### src/rtl/fifo_pkg.sv
// Shared constants and types for the FIFO read-side stream drain.
// The optional stream pop counter is enabled with FIFO_RD_CNT_EN (see fifo_stream_reader).
package fifo_pkg;

    localparam int unsigned DATA_W    = 8;
    localparam int unsigned BUF_DEPTH = 2;

    typedef logic [DATA_W-1:0] data_t;
    typedef logic [1:0]        cnt_t;

    // Words that will be held once the pending read lands and the current pop leaves.
    function automatic logic [2:0] occupancy(input cnt_t count, input logic inflight, input logic pop);
        return {1'b0, count} + {2'b00, inflight} - {2'b00, pop};
    endfunction

endpackage

### src/rtl/fifo_stream_reader_if.sv
// FIFO read port plus valid/ready stream bundled for the stream reader.
// master = reader side, slave = FIFO/sink side.
interface fifo_stream_reader_if #(parameter int unsigned DATA_W = fifo_pkg::DATA_W);

    logic [DATA_W-1:0] fifo_data_out;
    logic              fifo_empty;
    logic              fifo_r_en;
    logic [DATA_W-1:0] m_data;
    logic              m_valid;
    logic              m_ready;

    modport master (
        input  fifo_data_out, fifo_empty, m_ready,
        output fifo_r_en, m_data, m_valid
    );

    modport slave (
        output fifo_data_out, fifo_empty, m_ready,
        input  fifo_r_en, m_data, m_valid
    );

endinterface

### src/rtl/fifo_skid_buf.sv
// Two-entry shift-style output buffer; entry 0 is always the stream head,
// so m_data comes straight from a flop.
module fifo_skid_buf
    import fifo_pkg::*;
#(
    parameter int unsigned DATA_W = fifo_pkg::DATA_W
) (
    input  logic              clk,
    input  logic              rst_n,
    input  logic              wr_en,
    input  logic [DATA_W-1:0] wr_data,
    input  logic              pop,
    output cnt_t              count,
    output logic [DATA_W-1:0] head_data,
    output logic              head_valid
);

    logic [DATA_W-1:0] ent0_q, ent0_d;
    logic [DATA_W-1:0] ent1_q, ent1_d;
    cnt_t              count_q, count_d;
    logic              valid_q, valid_d;

    // Next buffer contents for every write/pop combination.
    always_comb begin
        ent0_d  = ent0_q;
        ent1_d  = ent1_q;
        count_d = count_q;
        case ({wr_en, pop})
            2'b10: begin
                if (count_q == 2'd0) begin
                    ent0_d  = wr_data;
                    count_d = 2'd1;
                end else if (count_q == 2'd1) begin
                    ent1_d  = wr_data;
                    count_d = 2'd2;
                end else begin
                    count_d = count_q;
                end
            end
            2'b01: begin
                if (count_q != 2'd0) begin
                    ent0_d  = ent1_q;
                    count_d = count_q - 2'd1;
                end else begin
                    count_d = count_q;
                end
            end
            2'b11: begin
                // Head leaves while the new word joins the tail; count is unchanged.
                if (count_q == 2'd2) begin
                    ent0_d = ent1_q;
                    ent1_d = wr_data;
                end else begin
                    ent0_d = wr_data;
                end
            end
            default: begin
                count_d = count_q;
            end
        endcase
        valid_d = (count_d != 2'd0);
    end

    // Buffer state registers.
    always_ff @(posedge clk or negedge rst_n) begin
        if (!rst_n) begin
            ent0_q  <= '0;
            ent1_q  <= '0;
            count_q <= 2'd0;
            valid_q <= 1'b0;
        end else begin
            ent0_q  <= ent0_d;
            ent1_q  <= ent1_d;
            count_q <= count_d;
            valid_q <= valid_d;
        end
    end

    assign count      = count_q;
    assign head_data  = ent0_q;
    assign head_valid = valid_q;

endmodule

### src/rtl/fifo_stream_reader.sv
// Drains a 1-cycle-latency FIFO read port into a valid/ready stream.
// Define FIFO_RD_CNT_EN to add the 32-bit rd_count pop counter output.
module fifo_stream_reader
    import fifo_pkg::*;
#(
    parameter int unsigned DATA_W = fifo_pkg::DATA_W
) (
    input  logic                 clk,
    input  logic                 rst_n,
    input  logic                 en,
    fifo_stream_reader_if.master bus
`ifdef FIFO_RD_CNT_EN
    ,
    output logic [31:0]          rd_count
`endif
);

    logic              inflight_q, inflight_d;
    logic              pop_s;
    logic              fifo_r_en_s;
    logic [2:0]        occ_s;
    cnt_t              count_s;
    logic [DATA_W-1:0] head_data_s;
    logic              head_valid_s;

    assign pop_s = head_valid_s & bus.m_ready;

    // Issue a read only if the word it returns is guaranteed a buffer slot.
    always_comb begin
        occ_s = occupancy(count_s, inflight_q, pop_s);
        if (rst_n && en && !bus.fifo_empty && (occ_s < 3'(BUF_DEPTH))) begin
            fifo_r_en_s = 1'b1;
        end else begin
            fifo_r_en_s = 1'b0;
        end
        inflight_d = fifo_r_en_s;
    end

    // Tracks the read whose data arrives on the next edge.
    always_ff @(posedge clk or negedge rst_n) begin
        if (!rst_n) begin
            inflight_q <= 1'b0;
        end else begin
            inflight_q <= inflight_d;
        end
    end

    fifo_skid_buf #(.DATA_W(DATA_W)) u_skid (
        .clk        (clk),
        .rst_n      (rst_n),
        .wr_en      (inflight_q),
        .wr_data    (bus.fifo_data_out),
        .pop        (pop_s),
        .count      (count_s),
        .head_data  (head_data_s),
        .head_valid (head_valid_s)
    );

    assign bus.fifo_r_en = fifo_r_en_s;
    assign bus.m_data    = head_data_s;
    assign bus.m_valid   = head_valid_s;

`ifdef FIFO_RD_CNT_EN
    logic [31:0] rd_count_q, rd_count_d;

    // Pop counter, wraps naturally at 2^32.
    always_comb begin
        if (pop_s) begin
            rd_count_d = rd_count_q + 32'd1;
        end else begin
            rd_count_d = rd_count_q;
        end
    end

    // Pop counter register.
    always_ff @(posedge clk or negedge rst_n) begin
        if (!rst_n) begin
            rd_count_q <= 32'd0;
        end else begin
            rd_count_q <= rd_count_d;
        end
    end

    assign rd_count = rd_count_q;
`endif

endmodule

### src/flat_wrapper.sv
// flat-port wrapper written by rule: the top's interface ports become plain ports
module fifo_stream_reader_flat import fifo_pkg::*;
#(
    parameter int unsigned DATA_W = fifo_pkg::DATA_W
)
  (clk, rst_n, en, bus_fifo_data_out, bus_fifo_empty, bus_m_ready, bus_fifo_r_en, bus_m_data, bus_m_valid);
  fifo_stream_reader_if #(.DATA_W(DATA_W)) bus_i ();
  input  logic clk;
  input  logic rst_n;
  input  logic en;
  input wire logic [$bits(bus_i.fifo_data_out)-1:0] bus_fifo_data_out;
  input wire logic [$bits(bus_i.fifo_empty)-1:0] bus_fifo_empty;
  input wire logic [$bits(bus_i.m_ready)-1:0] bus_m_ready;
  output wire logic [$bits(bus_i.fifo_r_en)-1:0] bus_fifo_r_en;
  output wire logic [$bits(bus_i.m_data)-1:0] bus_m_data;
  output wire logic [$bits(bus_i.m_valid)-1:0] bus_m_valid;
  assign bus_i.fifo_data_out = bus_fifo_data_out;
  assign bus_i.fifo_empty = bus_fifo_empty;
  assign bus_i.m_ready = bus_m_ready;
  assign bus_fifo_r_en = bus_i.fifo_r_en;
  assign bus_m_data = bus_i.m_data;
  assign bus_m_valid = bus_i.m_valid;
  fifo_stream_reader #(.DATA_W(DATA_W)) u_core (.clk(clk), .rst_n(rst_n), .en(en), .bus(bus_i));
endmodule
### config.mk
export PLATFORM = sky130hd
export DESIGN_NAME = fifo_stream_reader_flat
export DESIGN_NICKNAME = d
export VERILOG_FILES = /design/src/rtl/fifo_pkg.sv /design/src/rtl/fifo_stream_reader_if.sv /design/src/rtl/fifo_skid_buf.sv /design/src/rtl/fifo_stream_reader.sv /design/src/flat_wrapper.sv
export SDC_FILE = /design/constraint.sdc
export NUM_CORES = 1
export LEC_CHECK = 0
export CAP_MARGIN = 30
export CORE_MARGIN = 4
export CORE_UTILIZATION = 32
export CTS_CLUSTER_DIAMETER = 60
export CTS_CLUSTER_SIZE = 30
export DETAILED_ROUTE_END_ITERATION = 7
export PLACE_DENSITY = 0.52
export SETUP_SLACK_MARGIN = 0.3
export SYNTH_ARGS = -nofsm -noshare
export SYNTH_HDL_FRONTEND = slang
export SYNTH_HIERARCHICAL = 1
export SYNTH_SLANG_ARGS = --single-unit
### constraint.sdc
create_clock -name clk -period 4.5 [get_ports clk]
set_input_delay 0.45 -clock clk [delete_from_list [all_inputs] [get_ports clk]]
set_output_delay 0.45 -clock clk [all_outputs]
set_load 0.005 [all_outputs]
==> run metrics <==
crit start category input port; drt first pass iters 4; Routed Antenna Nets 0; CTS tree yes; I/O Pins 23; RR Endpoint u_core/u_skid/ent1_q[2]; total CTS buffers 3; P&R area growth vs syn 28.6%; # rows 20; clock skew 0.00204 ns; Pwr Total 746 uW; Die Width 66.2 um; Commonest cells post-synth 20 x dfrtp_1, 11 x ha_1, 9 x a22oi_1, 9 x nand2_1, 9 x o21ai_0; initial antenna violation count 0; GPL Wtd Cong 0.765; post-synth top area cell dfrtp_1; Critical path origin bus_m_ready; Post-synth EDFFs 0; post-CTS setup buffers 0; port buffer count 22; footprint of the multi-input gates 541 um^2; Largest delay share family, worst path buffers and inverters; CP arrival 2.78 ns; warnings from Yosys 6; max-slew violations 0; Synth cell types 22; ant diodes 0; vias in the first global route 759; Vias 735; final setup fails 0; clk slew on worst S/H paths 0.12 ns; clk sinks 20; Crit Path Class input port to primary output; core footprint 0.00315 mm^2; Worst Path Buf+Inv 2; Yosys top cell area share 0.462; worst endpoint required time 4.05 ns; r2r setup slk 2.63 ns; Sequential Area 500 um^2; nets 146; syn avg cell area 11.5 um^2; Max Cap Violations 0; Post-synth ARST share 1.00; CTS hold repair buffers 0; FMAX 310 MHz; PD cells 535 mW/mm^2; Detail Placement HPWL 1610 um; CP cell instances clkdlybuf4s50_1, and2_1, ha_1, nand2b_1, fa_1, nand4b_1, nor2_1, clkdlybuf4s50_1; hold slack final 0.478 ns; height of the die 66.2 um; CP max stage cell clkdlybuf4s50_1; DR iter-0 viols 30; crit-path max cell delay 0.51 ns; setup ws final 1.27 ns; share of cells above drive strength 1 0.133; worst vdd rail ir drop 0.171 mV; Top cell by count, worst path clkdlybuf4s50_1; unrepaired setup endpoints after global routing false; GRT overflow 0; Syn Inst Count 94; crit-path max FO 6; Slew @ Worst Pin 0.442 ns; Seq/Total Area, Yosys 0.462; Slew HR 0.697; largest net degree at the start of global routing 22; Hold WC Path Type input port to asynchronous set/reset pin; setup TNS 0 ns; Synth Flop Type dfrtp_1; Post-Place Setup Slack 1.25 ns; crit share post-route 0.717; FF+latch count, synth 20; # resized after CTS 0; Total Routing Usage GR 0.103; number of H-tree branching levels 1; Fill cells 319; routed wire length per instance 12.8 um; CP endpoint bus_fifo_r_en; critical path endpoint category primary output; P_leak 0.620 nW; Final min period 3.23 ns; Cell Area, Synth 0.00108 mm^2; global-route wire length before repair 3440 um; clock buffer depth 2; syn_nets 119; Synth area leaders dfrtp_1 46%, ha_1 13%, mux2_2 8.3%; Vias/cell 4.48; Final Hold Violating Endpoints 0; # DRC 0; Initial Util 0.344; wirelength, routed 2110 um; die area 0.00438 mm^2; Skew-Pair Late Insertion Delay 0.30 ns; RR Startpoint u_core/u_skid/count[1]; status finished clean; most common cell in the netlist dfrtp_1; Levels on crit path 8; clk root buf clkbuf_4; Reg2Reg Depth 5
-- layout make-up --
type | count | share of cell area
repair buffers | 24 | 0.169
inverters | 7 | 0.0189
well taps | 44 | 0.0395
clock buffers | 4 | 0.0260
multi-input cells | 65 | 0.388
flip-flops and latches | 20 | 0.359
-- worst min path at each step --
stage	from	endpoint	slack, ns	depth (start not counted)
after detailed placement	u_core/u_skid/head_data[0]	u_core/u_skid/head_data[0]	0.47	2
after CTS	rst_n	u_core/inflight_q	0.49	2
after global routing	rst_n	u_core/u_skid/ent1_q[1]	0.50	2
final	rst_n	u_core/inflight_q	0.48	2
after global placement	u_core/u_skid/head_data[5]	u_core/u_skid/head_data[5]	0.46	2
after floorplan	rst_n	u_core/inflight_q	0.15	0
-- cell usage in the layout, fill, tap and decap left out, drive strengths merged --
| cell type | Yosys | layout |
|---|---|---|
| clkbuf | 0 | 4 |
| o21ai | 9 | 9 |
| clkdlybuf4s50 | 0 | 22 |
| nor2 | 1 | 1 |
| nor2b | 1 | 1 |
| dfrtp | 20 | 20 |
| mux2i | 4 | 4 |
| xor2 | 1 | 1 |
| mux2 | 8 | 8 |
| and2 | 2 | 2 |
| inv | 7 | 7 |
| nand2 | 9 | 9 |
| ha | 11 | 11 |
| fa | 1 | 1 |
| a21oi | 1 | 1 |
| a22oi | 9 | 9 |
| o31ai | 1 | 1 |
| a21o | 2 | 2 |
| nand2b | 3 | 3 |
| buf | 2 | 2 |
| o211ai | 1 | 1 |
| nand4b | 1 | 1 |
-- cell families (layout without fill, tap and decap cells) --
group / count (synthesis) / count (layout) / share of synthesized area
xor+xnor: 1 / 1 / 0.00808
compound gates: 23 / 23 / 0.148
flops: 20 / 20 / 0.462
fa+ha+maj: 12 / 12 / 0.145
simple gates: 17 / 17 / 0.0774
mux: 12 / 12 / 0.120
buf+inv: 9 / 35 / 0.0393
-- state kept, by name, indices dropped and copies added, names as in the netlist --
| name | cells |
|---|---|
| u_core/u_skid/head_data | 8 |
| u_core/u_skid/count | 2 |
| u_core/u_skid/head_valid | 1 |
| u_core/inflight_q | 1 |
| u_core/u_skid/ent1_q | 8 |
-- worst reg2reg max path: cells and delay by family (launching register included) --
family | cells | cell delay (ns)
flip-flops | 1 | 0.53
multiplexers | 1 | 0.38
AND/OR/NAND/NOR | 1 | 0.18
buffers and inverters | 1 | 0.14
AO/OA/AOI/OAI | 1 | 0.31
adder cells (fa/ha/maj) | 1 | 0.22
-- per-stage QoR --
stage	cells	utilization	cell area [um^2]
floorplan	94	-	1080
global placement	159	0.428	1350
detailed placement	160	0.431	1360
CTS	164	0.442	1390
global route	164	0.442	1390
finish	164	0.442	1390
-- power breakdown --
part           leakage (nW)  internal (mW)  switching [mW]  total, mW
combinational         0.348          0.184           0.147      0.331
sequential            0.251          0.258          0.0490      0.307
clock                0.0210         0.0493          0.0584      0.108
total                 0.620          0.491           0.254      0.746
-- routing by layer --
| layer | GRT usage | vias up | wire (um) |
|---|---|---|---|
| met5 | 0 | - | 0 |
| met4 | 0.0228 | 0 | 0 |
| met3 | 0.0221 | 0 | 81 |
| met2 | 0.155 | 12 | 968 |
| met1 | 0.150 | 345 | 1060 |
| li1 | - | 378 | - |
Note: power is estimated with default switching activity, not from simulation.
==> variant (same settings) <==
`DATA_W`: 8 -> 12.
--- a/src/rtl/fifo_pkg.sv
+++ b/src/rtl/fifo_pkg.sv
@@ -2,7 +2,7 @@
 // The optional stream pop counter is enabled with FIFO_RD_CNT_EN (see fifo_stream_reader).
 package fifo_pkg;
 
-    localparam int unsigned DATA_W    = 8;
+    localparam int unsigned DATA_W    = 12;
     localparam int unsigned BUF_DEPTH = 2;
 
     typedef logic [DATA_W-1:0] data_t;
Ports: changed (resized bus_fifo_data_out and bus_m_data); port bits go from 23 to 31. The function was not compared with the original's and may differ.
==> variant against the unedited design <==
Combinational power grew 48%; wire length is 48% higher; sequential cell count up 8; power increased by 52%; design area is 34% higher; synthesized cell count up 30%; worst setup slack got worse by 0.0073 ns; worst hold slack better by 0.041 ns; largest power group unchanged; utilization is 1.5 points lower; critical path depth did not move; via count up 39%; non-clock buffer count rose by 7; synthesized area increased by 34%.
==> variant: results (changes against the unedited design) <==
status: finished clean (unchanged)
fraction of area in multi-input gates: 37.47% (was 38.78%)
HP Class: reg -> reg (was in -> async)
Max VDD drop: 0.1921 mV (was 0.1707 mV)
final setup skew: 0.002110 ns (was 0.002035 ns)
clk root buf: clkbuf_8 (was clkbuf_4)
syn avg cell area: 11.94 um2 (was 11.53 um2)
Non-clk bufs: 31 (was 24)
Hold WS: 0.5185 ns (was 0.4780 ns)
most frequent cells after synthesis: dfrtp_1 (28), nor2_1 (13), a21oi_1 (12), a32oi_1 (12), ha_1 (11) (was dfrtp_1 (20), ha_1 (11), a22oi_1 (9), nand2_1 (9), o21ai_0 (9))
Nets: 182 (was 146)
Multi-input comb cells: 82 (was 65)
post-synthesis sequential area ratio: 48.11% (was 46.19%)
reg2reg setup slack: 2.21 ns (was 2.63 ns)
Clock-cell share: 3.808% (was 2.603%)
clk slew on worst S/H paths: 0.10 ns (was 0.12 ns)
TritonRoute pass-1 iters: 6 (was 4)
WL/cell: 15.26 um (was 12.85 um)
dpl ws: 1.263 ns (was 1.253 ns)
Yosys cell types: 26 (was 22)
Fill cells: 409 (was 319)
clock buf count: 3 (was 4)
Non-Clock Buffer Area Fraction: 16.43% (was 16.88%)
share of post-route cells with drive strength above 1: 14.47% (was 13.33%)
gp weighted congestion: 0.7222 (was 0.7652)
R2R Path Start: u_core/u_skid/head_valid (was u_core/u_skid/count[1])
first-pass GRT wire length: 5223 um (was 3436 um)
Leak: 0.8024 nW (was 0.6196 nW)
Global Route Usage Sum: 12.23% (was 10.30%)
Yosys reg bits: 28 (was 20)
largest net degree at the start of global routing: 30 (was 22)
DRT Wirelength: 3114 um (was 2107 um)
Port Buffer Count: 30 (was 22)
Max Clock Freq: 309.4 MHz (was 310.1 MHz)
vias in the first global route: 1,091 (was 759)
DR iter-0 viols: 45 (was 30)
Synth area leaders: dfrtp_1 (48%), mux2_4 (10%), ha_1 (9.5%) (was dfrtp_1 (46%), ha_1 (13%), mux2_2 (8.3%))
Reg-to-Reg End: u_core/u_skid/ent1_q[10] (was u_core/u_skid/ent1_q[2])
-- variant: changes by cell type in the layout (fill, tap and decap cells not counted), moves of 10 or more --
cell	delta
a32oi_1	+12
nor2_1	+12
a21oi_1	+12
mux2_4	+10
-- variant: per-stage QoR --
| stage | instance area (um2) | power [W] |
|---|---|---|
| floorplan | 1456 | 0.0007381 |
| global placement | 1802 | 0.0009330 |
| global route | 1873 | 0.001232 |
| finish | 1873 | 0.001135 |
| CTS | 1873 | 0.001155 |
| detailed placement | 1802 | 0.0009486 |
-- variant: critical path, cell delays in order --
cell and delay [ns]:
clkdlybuf4s50_1 0.45, and2_1 0.23, ha_1 0.26, nand2b_1 0.16, fa_1 0.49, nand4b_1 0.09
nor2_1 0.15, clkdlybuf4s50_1 0.52
-- variant: cell families (layout without fill, tap and decap cells) --
logic type / after synthesis / in the layout / synth area share (%)
buffers and inverters: 12 / 42 / 3.694
adders and majority gates: 12 / 12 / 10.82
and+or+nand+nor: 23 / 23 / 7.646
DFF: 28 / 28 / 48.11
muxes: 16 / 16 / 14.69
AOI/OAI and AO/OA: 30 / 30 / 14.43
xor gates and xnor gates: 1 / 1 / 0.6015
-- variant: layer usage --
layer  part of all wire, %  routed length, um  global-route usage, %  vias to the layer above
met5                     0                  0                      0                        -
met4                   1.3                 39                  4.660                        0
met3                   4.4                137                  2.375                        4
met2                    49               1530                  20.90                       17
met1                    45               1407                  15.23                      505
li1                      -                  -                      -                      495
-- variant: where the power goes --
part	internal, W	leakage, nW	switching (W)
Sequential	0.000374	0.330	0.0000716
Clock	0.000119	0.0357	0.0000809
Combinational	0.000282	0.437	0.000208
